$ cat src/rtl/usb_rx_aligner_if.sv
// rtl/usb_rx_aligner_if.sv - receive-side bus bundle for the multi-lane 10b comma aligner
//
// Purpose: groups the raw receive beat, its qualifiers and the aligned outputs
// so the aligner and its source/sink share one connection.
// Ports (signals):
//   rx_valid      source -> aligner  qualifies rx_raw on all lanes this cycle
//   rx_raw        source -> aligner  LANES*10 unaligned beats, lane n at [10n+9:10n]
//   rx_pol_inv    source -> aligner  per-lane polarity inversion
//   rx_sym        aligner -> sink    LANES*10 aligned symbols, same packing
//   rx_sym_valid  aligner -> sink    per-lane aligned symbol valid
//   rx_comma      aligner -> sink    per-lane K28.5 indication (qualified)
//   lane_locked   aligner -> sink    per-lane LOCKED state
//   all_locked    aligner -> sink    AND of lane_locked
// Modports: master = beat source / symbol sink, slave = aligner.

interface usb_rx_aligner_if #(
  parameter int LANES = 1
);

  logic                  rx_valid;
  logic [LANES*10-1:0]   rx_raw;
  logic [LANES-1:0]      rx_pol_inv;
  logic [LANES*10-1:0]   rx_sym;
  logic [LANES-1:0]      rx_sym_valid;
  logic [LANES-1:0]      rx_comma;
  logic [LANES-1:0]      lane_locked;
  logic                  all_locked;

  modport master (
    output rx_valid,
    output rx_raw,
    output rx_pol_inv,
    input  rx_sym,
    input  rx_sym_valid,
    input  rx_comma,
    input  lane_locked,
    input  all_locked
  );

  modport slave (
    input  rx_valid,
    input  rx_raw,
    input  rx_pol_inv,
    output rx_sym,
    output rx_sym_valid,
    output rx_comma,
    output lane_locked,
    output all_locked
  );

endinterface

$ cat src/rtl/usb_rx_aligner.sv
// rtl/usb_rx_aligner.sv - per-lane K28.5 comma search, HUNT/SYNC/LOCKED alignment and symbol extraction
//
// Purpose: aligns LANES independent 10-bit receive streams to K28.5 comma
// boundaries and emits aligned symbols one cycle after each valid beat.
// Parameters:
//   LANES        number of independent lanes (1..4)
//   LOCK_COMMAS  same-offset commas needed to declare lock (1..15)
//   ERR_LIMIT    errors tolerated in LOCKED before returning to HUNT (1..15)
// Ports:
//   clk  clock for all logic
//   rst  synchronous active-high reset
//   bus  usb_rx_aligner_if.slave (raw beats in, aligned symbols/lock status out)

module usb_rx_aligner #(
  parameter int LANES       = 1,
  parameter int LOCK_COMMAS = 3,
  parameter int ERR_LIMIT   = 4
) (
  input  logic              clk,
  input  logic              rst,
  usb_rx_aligner_if.slave   bus
);

  typedef enum logic [1:0] {
    HUNT   = 2'd0,
    SYNC   = 2'd1,
    LOCKED = 2'd2
  } state_t;

  localparam logic [9:0] K28_5_NEG = 10'b0011111010;
  localparam logic [9:0] K28_5_POS = 10'b1100000101;

  // Five-bit thresholds so count+1 can be compared without wrapping at 15.
  localparam logic [4:0] LOCK_N = 5'(LOCK_COMMAS);
  localparam logic [4:0] ERR_N  = 5'(ERR_LIMIT);

  function automatic logic is_comma(input logic [9:0] c);
    return (c == K28_5_NEG) || (c == K28_5_POS);
  endfunction

  // Run of six or more identical bits anywhere in the symbol.
  function automatic logic has_run6(input logic [9:0] c);
    logic r;
    r = 1'b0;
    for (int i = 0; i <= 4; i++) begin
      if ((c[i +: 6] == 6'b111111) || (c[i +: 6] == 6'b000000)) begin
        r = 1'b1;
      end
    end
    return r;
  endfunction

  function automatic logic [9:0] pick(input logic [19:0] w, input logic [3:0] k);
    return 10'(w >> k);
  endfunction

  logic [LANES-1:0] locked_vec;

  for (genvar n = 0; n < LANES; n++) begin : g_lane
    state_t      state_q, state_d;
    logic [9:0]  prev_q;
    logic [9:0]  cur;
    logic [19:0] win;
    logic [3:0]  off_q, off_d;
    logic [3:0]  cnt_q, cnt_d;
    logic [3:0]  err_q, err_d;
    logic [3:0]  hit_k;
    logic        hit_any;
    logic [9:0]  cand_off;
    logic        comma_at_off;
    logic        sym_err;
    logic [9:0]  sym_d, sym_q;
    logic        valid_d, valid_q;
    logic        comma_d, comma_q;

    // Polarity is corrected before the window so prev always holds true-sense bits.
    assign cur = bus.rx_raw[10*n +: 10] ^ {10{bus.rx_pol_inv[n]}};
    assign win = {cur, prev_q};

    // Scan from the top so the lowest matching offset is the one left standing.
    always_comb begin : comma_search
      hit_any = 1'b0;
      hit_k   = 4'd0;
      for (int k = 9; k >= 0; k--) begin
        if (is_comma(win[k +: 10])) begin
          hit_any = 1'b1;
          hit_k   = 4'(k);
        end
      end
    end

    assign cand_off     = pick(win, off_q);
    assign comma_at_off = is_comma(cand_off);
    assign sym_err      = has_run6(cand_off);

    always_comb begin : next_state
      state_d = state_q;
      off_d   = off_q;
      cnt_d   = cnt_q;
      err_d   = err_q;
      if (bus.rx_valid) begin
        unique case (state_q)
          HUNT: begin
            if (hit_any) begin
              state_d = SYNC;
              off_d   = hit_k;
              cnt_d   = 4'd1;
            end
          end
          SYNC: begin
            if (comma_at_off) begin
              cnt_d = cnt_q + 4'd1;
              if (({1'b0, cnt_q} + 5'd1) >= LOCK_N) begin
                state_d = LOCKED;
                err_d   = 4'd0;
              end
            end else if (hit_any) begin
              // Comma moved: restart the count at the new boundary.
              off_d = hit_k;
              cnt_d = 4'd1;
            end else if (sym_err) begin
              state_d = HUNT;
              off_d   = 4'd0;
              cnt_d   = 4'd0;
            end
          end
          LOCKED: begin
            if (comma_at_off) begin
              err_d = 4'd0;
            end else if (sym_err || hit_any) begin
              if (({1'b0, err_q} + 5'd1) >= ERR_N) begin
                state_d = HUNT;
                err_d   = 4'd0;
                off_d   = 4'd0;
                cnt_d   = 4'd0;
              end else begin
                err_d = err_q + 4'd1;
              end
            end
          end
          default: begin
            state_d = HUNT;
            off_d   = 4'd0;
            cnt_d   = 4'd0;
            err_d   = 4'd0;
          end
        endcase
      end
    end

    // Output symbol uses the offset after this cycle's update, so the beat that
    // first finds a comma is already emitted aligned.
    assign sym_d   = pick(win, off_d);
    assign valid_d = bus.rx_valid && (state_d != HUNT);
    assign comma_d = valid_d && is_comma(sym_d);

    always_ff @(posedge clk) begin
      if (rst) begin
        state_q <= HUNT;
        prev_q  <= 10'd0;
        off_q   <= 4'd0;
        cnt_q   <= 4'd0;
        err_q   <= 4'd0;
        sym_q   <= 10'd0;
        valid_q <= 1'b0;
        comma_q <= 1'b0;
      end else begin
        state_q <= state_d;
        off_q   <= off_d;
        cnt_q   <= cnt_d;
        err_q   <= err_d;
        valid_q <= valid_d;
        comma_q <= comma_d;
        if (bus.rx_valid) begin
          prev_q <= cur;
          sym_q  <= sym_d;
        end
      end
    end

    assign bus.rx_sym[10*n +: 10] = sym_q;
    assign bus.rx_sym_valid[n]    = valid_q;
    assign bus.rx_comma[n]        = comma_q;
    assign locked_vec[n]          = (state_q == LOCKED);
  end

  assign bus.lane_locked = locked_vec;
  assign bus.all_locked  = &locked_vec;

endmodule
$ cat src/flat_wrapper.sv
// flat-port wrapper written by rule: the top's interface ports become plain ports
module usb_rx_aligner_flat 
#(
  parameter int LANES       = 1,
  parameter int LOCK_COMMAS = 3,
  parameter int ERR_LIMIT   = 4
)
  (clk, rst, bus_rx_valid, bus_rx_raw, bus_rx_pol_inv, bus_rx_sym, bus_rx_sym_valid, bus_rx_comma, bus_lane_locked, bus_all_locked);
  usb_rx_aligner_if #(.LANES(LANES)) bus_i ();
  input  logic clk;
  input  logic rst;
  input wire logic [$bits(bus_i.rx_valid)-1:0] bus_rx_valid;
  input wire logic [$bits(bus_i.rx_raw)-1:0] bus_rx_raw;
  input wire logic [$bits(bus_i.rx_pol_inv)-1:0] bus_rx_pol_inv;
  output wire logic [$bits(bus_i.rx_sym)-1:0] bus_rx_sym;
  output wire logic [$bits(bus_i.rx_sym_valid)-1:0] bus_rx_sym_valid;
  output wire logic [$bits(bus_i.rx_comma)-1:0] bus_rx_comma;
  output wire logic [$bits(bus_i.lane_locked)-1:0] bus_lane_locked;
  output wire logic [$bits(bus_i.all_locked)-1:0] bus_all_locked;
  assign bus_i.rx_valid = bus_rx_valid;
  assign bus_i.rx_raw = bus_rx_raw;
  assign bus_i.rx_pol_inv = bus_rx_pol_inv;
  assign bus_rx_sym = bus_i.rx_sym;
  assign bus_rx_sym_valid = bus_i.rx_sym_valid;
  assign bus_rx_comma = bus_i.rx_comma;
  assign bus_lane_locked = bus_i.lane_locked;
  assign bus_all_locked = bus_i.all_locked;
  usb_rx_aligner #(.LANES(LANES), .LOCK_COMMAS(LOCK_COMMAS), .ERR_LIMIT(ERR_LIMIT)) u_core (.clk(clk), .rst(rst), .bus(bus_i));
endmodule
$ cat config.mk
export PLATFORM = sky130hd
export DESIGN_NAME = usb_rx_aligner_flat
export DESIGN_NICKNAME = d
export VERILOG_FILES = /design/src/rtl/usb_rx_aligner_if.sv /design/src/rtl/usb_rx_aligner.sv /design/src/flat_wrapper.sv
export SDC_FILE = /design/constraint.sdc
export NUM_CORES = 1
export LEC_CHECK = 0
export ABC_AREA = 1
export BUFFER_PORTS_ARGS = -buffer_cell sky130_fd_sc_hd__buf_2
export CELL_PAD_IN_SITES_DETAIL_PLACEMENT = 0
export CELL_PAD_IN_SITES_GLOBAL_PLACEMENT = 1
export CORE_AREA = 3 3 109 111
export DETAILED_ROUTE_END_ITERATION = 7
export DIE_AREA = 0 0 112 114
export PLACE_DENSITY_LB_ADDON = 0.1
export SYNTH_ARGS = -nofsm -noshare
export SYNTH_HDL_FRONTEND = slang
export SYNTH_SLANG_ARGS = --single-unit
$ cat constraint.sdc
create_clock -name clk -period 3.71 [get_ports clk]
set_input_delay 0.1855 -clock clk [delete_from_list [all_inputs] [get_ports clk]]
set_output_delay 0.1855 -clock clk [all_outputs]
set_load 0.01 [all_outputs]
After elaboration in Yosys (flattened, before gate mapping)
Cells that the tools add are included.
{ "classes": {"add_sub_neg": 4, "n_lt_le_gt_ge": 2, "n_eq_ne": 39, "n_shift": 2, "n_mux": 58, "bitwise_logic": 2, "reduce_logical": 29} }
{ "ops": {"columns": ["operator", "n"], "rows": [
  ["== test 10 bit, second input constant", 12],
  ["== test 10 x 8 -> 1 bit, second input constant", 12],
  ["two-way mux 4 bit", 30],
  [">> shifter 20 x 4 -> 10 bit", 2],
  ["case mux 4 bit (3 select lines)", 3],
  ["== test 6 bit, second input constant", 5],
  ["logical NOT 6 bit", 5],
  ["logical OR 1 bit", 18],
  ["two-way mux 2 bit", 9],
  ["two-way mux 1 bit", 15],
  ["adder 4 x 1 -> 5 bit, second input constant", 2],
  ["!= test 2 x 1 -> 1 bit, second input constant", 5],
  ["XOR 10 bit", 1],
  ["adder 4 x 1 -> 4 bit, second input constant", 2],
  ["case mux 2 bit (3 select lines)", 1],
  ["AND reduction 6 bit", 1],
  [">= comparator 5 x 2 -> 1 bit, second input constant", 1],
  [">= comparator 5 x 3 -> 1 bit, second input constant", 1],
  ["AND reduction 5 bit", 1],
  ["!= test 4 x 1 -> 1 bit, second input constant", 1],
  ["!= test 3 x 1 -> 1 bit, second input constant", 1],
  ["== test 2 x 1 -> 1 bit, second input constant", 1],
  ["== test 2 bit, second input constant", 1],
  ["logical AND 1 bit", 2],
  ["4 further kinds", 4]
]} }
{ "totals": {"regBits": 36, "input_bits": 14, "out_inout_bits": 14} }

Longest topological paths before layout
Gate-level depths: netlist of the first run.
{ "depth": {"depth_word": 22, "depth_mapped": 35, "ltp_nobuf": 32} }

Worst setup path after synthesis of the first run
Ideal clock, no wire load.
{ "synth_path": {"kind": "flip-flop to flip-flop", "from": "reg u_core.g_lane[0].off_q[0]", "to": "reg u_core.g_lane[0].comma_q, in the netlist u_core.bus.rx_comma", "setup_ns": 0.070, "t_arrival_ns": 2.869, "setup_slack_ns": 0.771, "stages_incl_launch_ff": 26, "n_path_buf": 3, "period_less_slack_ns": 2.939, "path_cell_list": "dfxtp_1 > buf_4 > buf_2 > nand3_1 > nand3_1 > nand3_1 > nand2_1 > nand3_1 > nand2_1 > nor2_1 > nand3_2 > nand2_4 > a211oi_1 > nand3_1 > nand3_4 > nand2_4 > buf_6 > nand2_1 > nand3_1 > nand3_1 > nand2_1 > o21ai_1 > nand2_1 > nor2_1 > nand2_1 > a21oi_1"} }
{ "synth_between": {"elab_chain_len": 17, "elab_cells_between_ends": 48, "classes_between": "9 x eq/ne; 2 x shift; 21 x mux; 16 x reduce/logical"} }
{ "synth_rtl": {"columns": ["item", "line_no", "source"], "rows": [
  ["start, declared", "usb_rx_aligner.sv:64", "logic [3:0] off_q, off_d;"],
  ["start signal, assigned", "usb_rx_aligner.sv:161", "off_q <= 4'd0;"],
  ["start signal, assigned", "usb_rx_aligner.sv:169", "off_q <= off_d;"],
  [">> shifter 20 x 4 -> 10 bit", "usb_rx_aligner.sv:54", "return 10'(w >> k);"],
  ["== test 6 bit / logical NOT 6 bit (equally long branches)", "usb_rx_aligner.sv:46", "if ((c[i +: 6] == 6'b111111) || (c[i +: 6] == 6'b000000)) begin"],
  ["logical OR 1 bit", "usb_rx_aligner.sv:46", null],
  ["two-way mux 1 bit (5 in a row)", "usb_rx_aligner.sv:46", null],
  ["two-way mux 4 bit / logical OR 1 bit (equally long branches)", "usb_rx_aligner.sv:121, usb_rx_aligner.sv:130", null],
  ["two-way mux 4 bit (on tied branches)", "usb_rx_aligner.sv:117, usb_rx_aligner.sv:130", null],
  ["two-way mux 4 bit (on tied branches)", "usb_rx_aligner.sv:111, usb_rx_aligner.sv:128", null],
  ["case mux 4 bit (3 select lines)", "usb_rx_aligner.sv:102", "unique case (state_q)"],
  ["two-way mux 4 bit", "usb_rx_aligner.sv:101", "if (bus.rx_valid) begin"],
  [">> shifter 20 x 4 -> 10 bit", "usb_rx_aligner.sv:54", null],
  ["== test 10 x 8 -> 1 bit / == test 10 bit (equally long branches)", "usb_rx_aligner.sv:38", "return (c == K28_5_NEG) || (c == K28_5_POS);"],
  ["logical OR 1 bit", "usb_rx_aligner.sv:38", null],
  ["logical AND 1 bit (*)", "usb_rx_aligner.sv:155", "assign comma_d = valid_d && is_comma(sym_d);"],
  ["end signal, assigned", "usb_rx_aligner.sv:173", "comma_q <= comma_d;"],
  ["end, declared", "usb_rx_aligner.sv:74", "logic comma_d, comma_q;"]
]} }
Every way passes the cells marked *; elsewhere a longest branch is shown, timed or not.
A chain may end at the register's enable or synchronous reset.

Worst setup path after layout of the first run
Ends and elaborated chain as after synthesis.

==> key figures, run 1 <==
Yosys
  • Leading area contributor after synthesis: nand3_1
  • Syn Nets: 876
  • Area share of the largest cell type after synthesis: 21.5%
  • Post-synth EDFFs: 0
  • Avg Inst Size Synth: 5.33 um2
  • Library cells used by synthesis: 40
  • Mapped Cells: 858
  • Seq/Total Area, Yosys: 15.8%
  • Top-count cell post-synth: nand2_1
  • Flops & latches, synth: 36
  • Main synth FF type: dfxtp_1
  • Synth top area cells: nand3_1 (21%), nand2_1 (21%), dfxtp_1 (16%)
  • Ys Warns: 0
  • Asr flop ratio synth: 0%
  • Post-synthesis cell area: 4570 um2
  • Synth top cells by count: nand2_1 (258), nand3_1 (196), inv_1 (81), nor2_1 (77), dfxtp_1 (36)

Finish
  • Final instance area: 5260 um2
  • Layout Cells excl Fill: 1,044
  • Share of layout cells above drive strength 1: 16.4%
  • Final #Nets: 921
  • # fillers: 1,164
  • Number of diodes: 0
  • Area grow syn2layout: 15.1%

Detailed routing
  • Vias per cell: 5.60
  • Vias: 5,845
  • Final ANT Viol Nets: 0
  • Post-Route WL: 16,200 um
  • Drt pass-1 iters: 7
  • Remaining DRCs: 0
  • DRT iter0 DRCs: 556
  • Routed len/inst: 15.5 um

STA
  • RSZ-0062 raised after global routing: true
  • Hold Fails Final Rpt: 0
  • Hold WS: 0.361 ns
  • F_max: 0.270 GHz
  • Setup violations, final: 0
  • Tcrit/Tclk final: 99.8%
  • Clock Skew: 0.0122 ns
  • Final slew viol count: 0
  • Slew HR: 46.2%
  • Slew of the pin with the lowest slew margin: 0.806 ns
  • Tmin final: 3.70 ns

Die
  • Die height: 114 um
  • # rows: 38
  • I/O pin count: 28
  • CORE AREA: 10,900 um2
  • Initial core utilization: 42.0%
  • Die area: 12,800 um2
  • Die width: 112 um

Global routing
  • First-pass GRT wire length: 26,400 um
  • Largest net degree at the start of global routing: 35
  • Initial antenna violation count: 0
  • Vias in the first global route: 5,347
  • Total grt overflow: 0
  • Total track usage: 25.1%

Clocking
  • CTS tree: yes
  • Clock Latency Late Sink: 0.31 ns
  • CTS Buf Count: 5
  • Root Buffer: clkbuf_8
  • Clock-pin slew on the worst setup and hold paths: 0.09 ns
  • Hold buffers post-CTS: 0
  • Max H-tree Level: 2
  • Sink Count: 36
  • CTS max path bufs: 2

Worst setup path
  • WS Path Type: register to register
  • Worst path arrival time: 3.95 ns
  • Critical path endpoint category: register
  • CP peak stage delay: 0.37 ns
  • Crit path top cell by count: nand2_1
  • Slowest cell on crit path: dfxtp_2
  • Worst setup SP type: register
  • Worst Path Max Fanout: 22
  • Worst EP required: 3.96 ns

Status
  • Status: completed

Worst hold path
  • Hold crit path type: input pin to register

Placed design
  • Dpl cell area: 5040 um2
  • Buffers added on ports: 27
  • Final GP Congestion: 0.915
  • Post-Place Cells: 1,032
  • Hpwl dp: 12,600 um

Pwr
  • PD cells: 293 nW/um2
  • Pleak: 2.78 nW
  • Maximum VDD drop: 0.164 mV

Job
  • Max-cap violations: 0
## registers in the layout, summed over array words and instances (netlist names)
name	flops
u_core.bus.rx_comma	1
u_core.bus.rx_sym	10
u_core.bus.rx_sym_valid	1
u_core.g_lane.cnt_q	4
u_core.g_lane.err_q	4
u_core.g_lane.off_q	4
u_core.g_lane.prev_q	10
u_core.g_lane.state_q	2
## worst paths after layout
check	startpoint	to	slack, ns	depth (start not counted)
worst max-delay path	u_core.g_lane[0].off_q[0]	u_core.bus.rx_comma	0.006	30
worst min register to register	u_core.bus.rx_sym[0]	u_core.bus.rx_sym[0]	0.49	2
worst min-delay path	rst	u_core.g_lane[0].off_q[0]	0.36	2
worst max register to register	u_core.g_lane[0].off_q[0]	u_core.bus.rx_comma	0.006	30
## where the power goes
group | internal (mW) | switching [mW]
logic | 0.279 | 0.515
clock network | 0.131 | 0.170
registers | 0.416 | 0.0309
## logic make-up (layout without fill, tap and decap cells)
family | after synthesis | after routing | synth area share, %
adder cells (fa/ha/maj) | 4 | 4 | 1.10
flip-flops | 36 | 36 | 15.8
AO/OA/AOI/OAI | 74 | 74 | 9.15
XOR/XNOR | 3 | 3 | 0.575
buffers and inverters | 134 | 180 | 13.2
AND/OR/NAND/NOR | 607 | 607 | 60.2
## through the flow
step / TNS (ns) / total power [mW] / setup WS [ns] / util, %
after floorplan: 0 / 0.972 / 0.771 / -
after global placement: -0.696 / 1.21 / -0.205 / 46.3
after detailed placement: -0.543 / 1.21 / -0.197 / 46.3
after CTS: 0 / 1.52 / 0.0342 / 47.3
after global routing: -1.64 / 1.66 / -0.361 / 48.3
final: 0 / 1.54 / 0.00600 / 48.3
## layout make-up
class                           instances  area [um2]  area share, %
Tap cell                              140         175           3.33
Timing Repair Buffer                   80         604           11.5
Inverter                               92         353           6.71
Clock inverter                          3        18.8          0.357
Sequential cell                        36         726           13.8
Clock buffer                            5        68.8           1.31
Multi-Input combinational cell        688        3320           63.0
## worst max-delay path: cells and delay by family (launching register included)
| family | cells | cell delay, ns |
|---|---|---|
| buf+inv | 5 | 0.64 |
| simple gates | 22 | 2.03 |
| compound gates | 3 | 0.58 |
| flops | 1 | 0.37 |
## repair_timing
action / CTS / global route
setup endpoints to repair: 1 / 11
resized for setup: 4 / 19
setup buffers: 0 / 3
pin swaps: 0 / 1
cloned: 0 / 1
## routing by layer
| layer | share of wire, % | GRT usage (%) | up-vias |
|---|---|---|---|
| met3 | 6.0 | 3.24 | 27 |
| met1 | 48 | 36.4 | 2671 |
| met2 | 44 | 39.7 | 233 |
| li1 | - | - | 2914 |
| met4 | 1.6 | 6.09 | 0 |
| met5 | 0 | 0 | - |
## cell usage in the layout (no fill, tap or decap), types with 8 or more instances in the layout
cell and count:
a21oi_1 21, buf_2 27, buf_4 47, dfxtp_1 32
inv_1 80, nand2_1 255, nand2_2 22, nand3_1 193
nand4_1 21, nor2_1 75, nor3_1 10, o211ai_1 8
o21ai_0 31
No activity file was read; power rests on OpenSTA's default activity.
==> run 2, diff against run 1 <==
- GPL_TIMING_DRIVEN: unset -> 0
- PLACE_DENSITY: unset -> 0.77
- PLACE_DENSITY_LB_ADDON: 0.1 -> unset
- SLEW_MARGIN: unset -> 40
==> run 2 against run 1 <==
Net effect: worst hold slack got worse by 0.021 ns; utilization up 6.4 points; design area up 13%; critical path depth unchanged; total power rose by 7.9%; via count increased by 4.0%; sequential cell count stayed put; global-route usage rose by 0.061 points; final cell count grew 1.1%; die area did not move; combinational power up 16%; critical path type unchanged.
==> key figures, run 2 (same netlist as run 1, synthesis figures left out) <==
Status
  • Status: completed

Pwr
  • Switching part of the total: 46.8% (+0.35 points)
  • Maximum VDD drop: 0.169 mV (+2.8%)
  • Logic pwr share: 55.2% (+3.7 points)
  • Total power: 1.66 mW (+7.9%)
  • Internal: 886 uW (+7.2%)
  • NetSw: 778 uW (+8.7%)
  • Flop pwr share: 26.7% (-2.3 points)
  • Clk pwr share: 18.1% (-1.4 points)
  • Pleak: 2.94 nW (+5.7%)
  • PD cells: 279 nW/um2 (-4.7%)

STA
  • TNS Setup: 0 ns (unchanged)
  • Clock Skew: 0.00496 ns (-0.00728 ns)
  • Hold WS: 0.340 ns (-0.0212 ns)
  • Tcrit/Tclk final: 95.1% (-4.8 points)
  • Hold Fails Final Rpt: 0 (unchanged)
  • Slew HR: 64.4% (+18 points)
  • Final slew viol count: 0 (unchanged)
  • RSZ-0062 raised after global routing: true
  • Setup violations, final: 0 (unchanged)
  • F_max: 0.284 GHz (+5.0%)
  • Slew of the pin with the lowest slew margin: 0.535 ns (-0.271 ns)
  • Tmin final: 3.53 ns (-0.177 ns)

Global routing
  • Total track usage: 25.2% (+0.061 points)
  • Initial antenna violation count: 0 (unchanged)
  • Vias in the first global route: 5,296 (-0.95%)
  • Largest net degree at the start of global routing: 12 (-66%)
  • First-pass GRT wire length: 26,500 um (+0.39%)
  • Total grt overflow: 0 (unchanged)

Worst setup path
  • Worst Path Max Fanout: 6 (-73%)
  • Worst EP required: 3.94 ns (-0.02 ns)
  • WS Path Type: register to register
  • Crit path top cell by count: nand2_2
  • Critical path endpoint category: register
  • Slowest cell on crit path: dfxtp_4
  • Worst path arrival time: 3.76 ns (-0.19 ns)
  • Worst setup SP type: register
  • CP peak stage delay: 0.37 ns (about the same)

Detailed routing
  • Remaining DRCs: 0 (unchanged)
  • Vias: 6,076 (+4.0%)
  • DRT iter0 DRCs: 718 (+29%)
  • Vias per cell: 5.75 (+2.8%)
  • Post-Route WL: 17,300 um (+7.0%)
  • Routed len/inst: 16.4 um (+5.8%)
  • Final ANT Viol Nets: 0 (unchanged)
  • Drt pass-1 iters: 6 (-1)

Placed design
  • Buffers added on ports: 25 (-7.4%)
  • Final GP Congestion: 0.959 (+4.8%)
  • Hpwl dp: 12,700 um (+0.55%)
  • Dpl cell area: 4870 um2 (-3.5%)
  • Post-Place Cells: 1,023 (-0.87%)

Finish
  • Final instance area: 5950 um2 (+13%)
  • Number of diodes: 0 (unchanged)
  • Area grow syn2layout: 30.3%
  • Most frequent cells in the layout: nand2_1 (215), nand3_1 (140), inv_1 (70)
  • # fillers: 1,169 (+0.43%)
  • Final #Nets: 933 (+1.3%)
  • Share of layout cells above drive strength 1: 30.1% (+14 points)
  • Layout Cells excl Fill: 1,056 (+1.1%)
  • Most common cell after layout, fill and taps aside: nand2_1

Die
  • Die area: 12,800 um2 (unchanged)
  • Die width: 112 um (unchanged)
  • Initial core utilization: 42.0% (unchanged)
  • Die height: 114 um (unchanged)
  • I/O pin count: 28 (unchanged)
  • # rows: 38 (unchanged)
  • CORE AREA: 10,900 um2 (unchanged)

Clocking
  • Clock-pin slew on the worst setup and hold paths: 0.08 ns (about the same)
  • Root Buffer: clkbuf_8
  • CTS tree: yes
  • Clock Latency Late Sink: 0.30 ns (about the same)
  • CTS max path bufs: 2 (unchanged)
  • Sink Count: 36 (unchanged)
  • Max H-tree Level: 2 (unchanged)
  • CTS Buf Count: 5 (unchanged)

Worst hold path
  • Hold crit path type: input pin to register

Job
  • Max-cap violations: 0 (unchanged)
[run 2: area by class of cell]
class	instances	area, um2	share of cell area, %
Timing Repair Buffer	50	332	5.57
Tap cell	140	175	2.94
Clock buffer	7	86.3	1.45
Multi-Input combinational cell	688	3880	65.2
Sequential cell	36	736	12.4
Inverter	92	369	6.20
Buffer	42	365	6.14
Clock inverter	1	7.51	0.126
[run 2: metrics by stage]
| step | setup WS [ns] | utilization, % |
|---|---|---|
| CTS | 0.0108 | 45.7 |
| finish | 0.183 | 54.7 |
| detailed placement | -0.152 | 44.7 |
| global route | -0.0343 | 54.7 |
| global placement | -0.0726 | 44.7 |
| floorplan | 0.771 | - |
[run 2: worst paths after layout]
check                       startpoint                         end  slack (ns)  cells past startpoint
max          u_core.g_lane[0].off_q[0]         u_core.bus.rx_comma        0.18                     30
min                      bus_rx_raw[7]  u_core.g_lane[0].prev_q[7]        0.34                      5
max reg2reg  u_core.g_lane[0].off_q[0]         u_core.bus.rx_comma        0.18                     30
min reg2reg  u_core.g_lane[0].err_q[3]   u_core.g_lane[0].err_q[3]        0.48                      2
[run 2: what timing repair did]
| item | CTS | global route |
|---|---|---|
| cloned | 0 | 5 |
| setup endpoints to repair | 3 | 11 |
| pin swaps | 0 | 56 |
| buffers inserted | 0 | 20 |
| hold buffers | 0 | 0 |
| resized for setup | 7 | 228 |
[run 2: metal layers]
layer	vias up	part of all wire (%)	global-route usage, %
li1	2947	-	-
met1	2858	46	36.4
met2	238	44	39.1
met3	33	7.2	3.50
met4	0	2.8	7.37
met5	-	0	0
[run 2: worst max-delay path: cells and delay by family (launching register included)]
kind / cells / cell delay [ns]
AO/OA/AOI/OAI: 3 / 0.51
flip-flops: 1 / 0.37
AND/OR/NAND/NOR: 23 / 2.02
buffers and inverters: 4 / 0.56
[run 2: power by group through the flow]
stage          Sequential [mW]  Clock, mW  Combinational (mW)
2_1_floorplan            0.448          0               0.524
3_3_place_gp             0.448          0               0.708
3_5_place_dp             0.448          0               0.713
4_1_cts                  0.440      0.306               0.719
5_1_grt                  0.447      0.327                1.01
6_report                 0.444      0.302               0.918
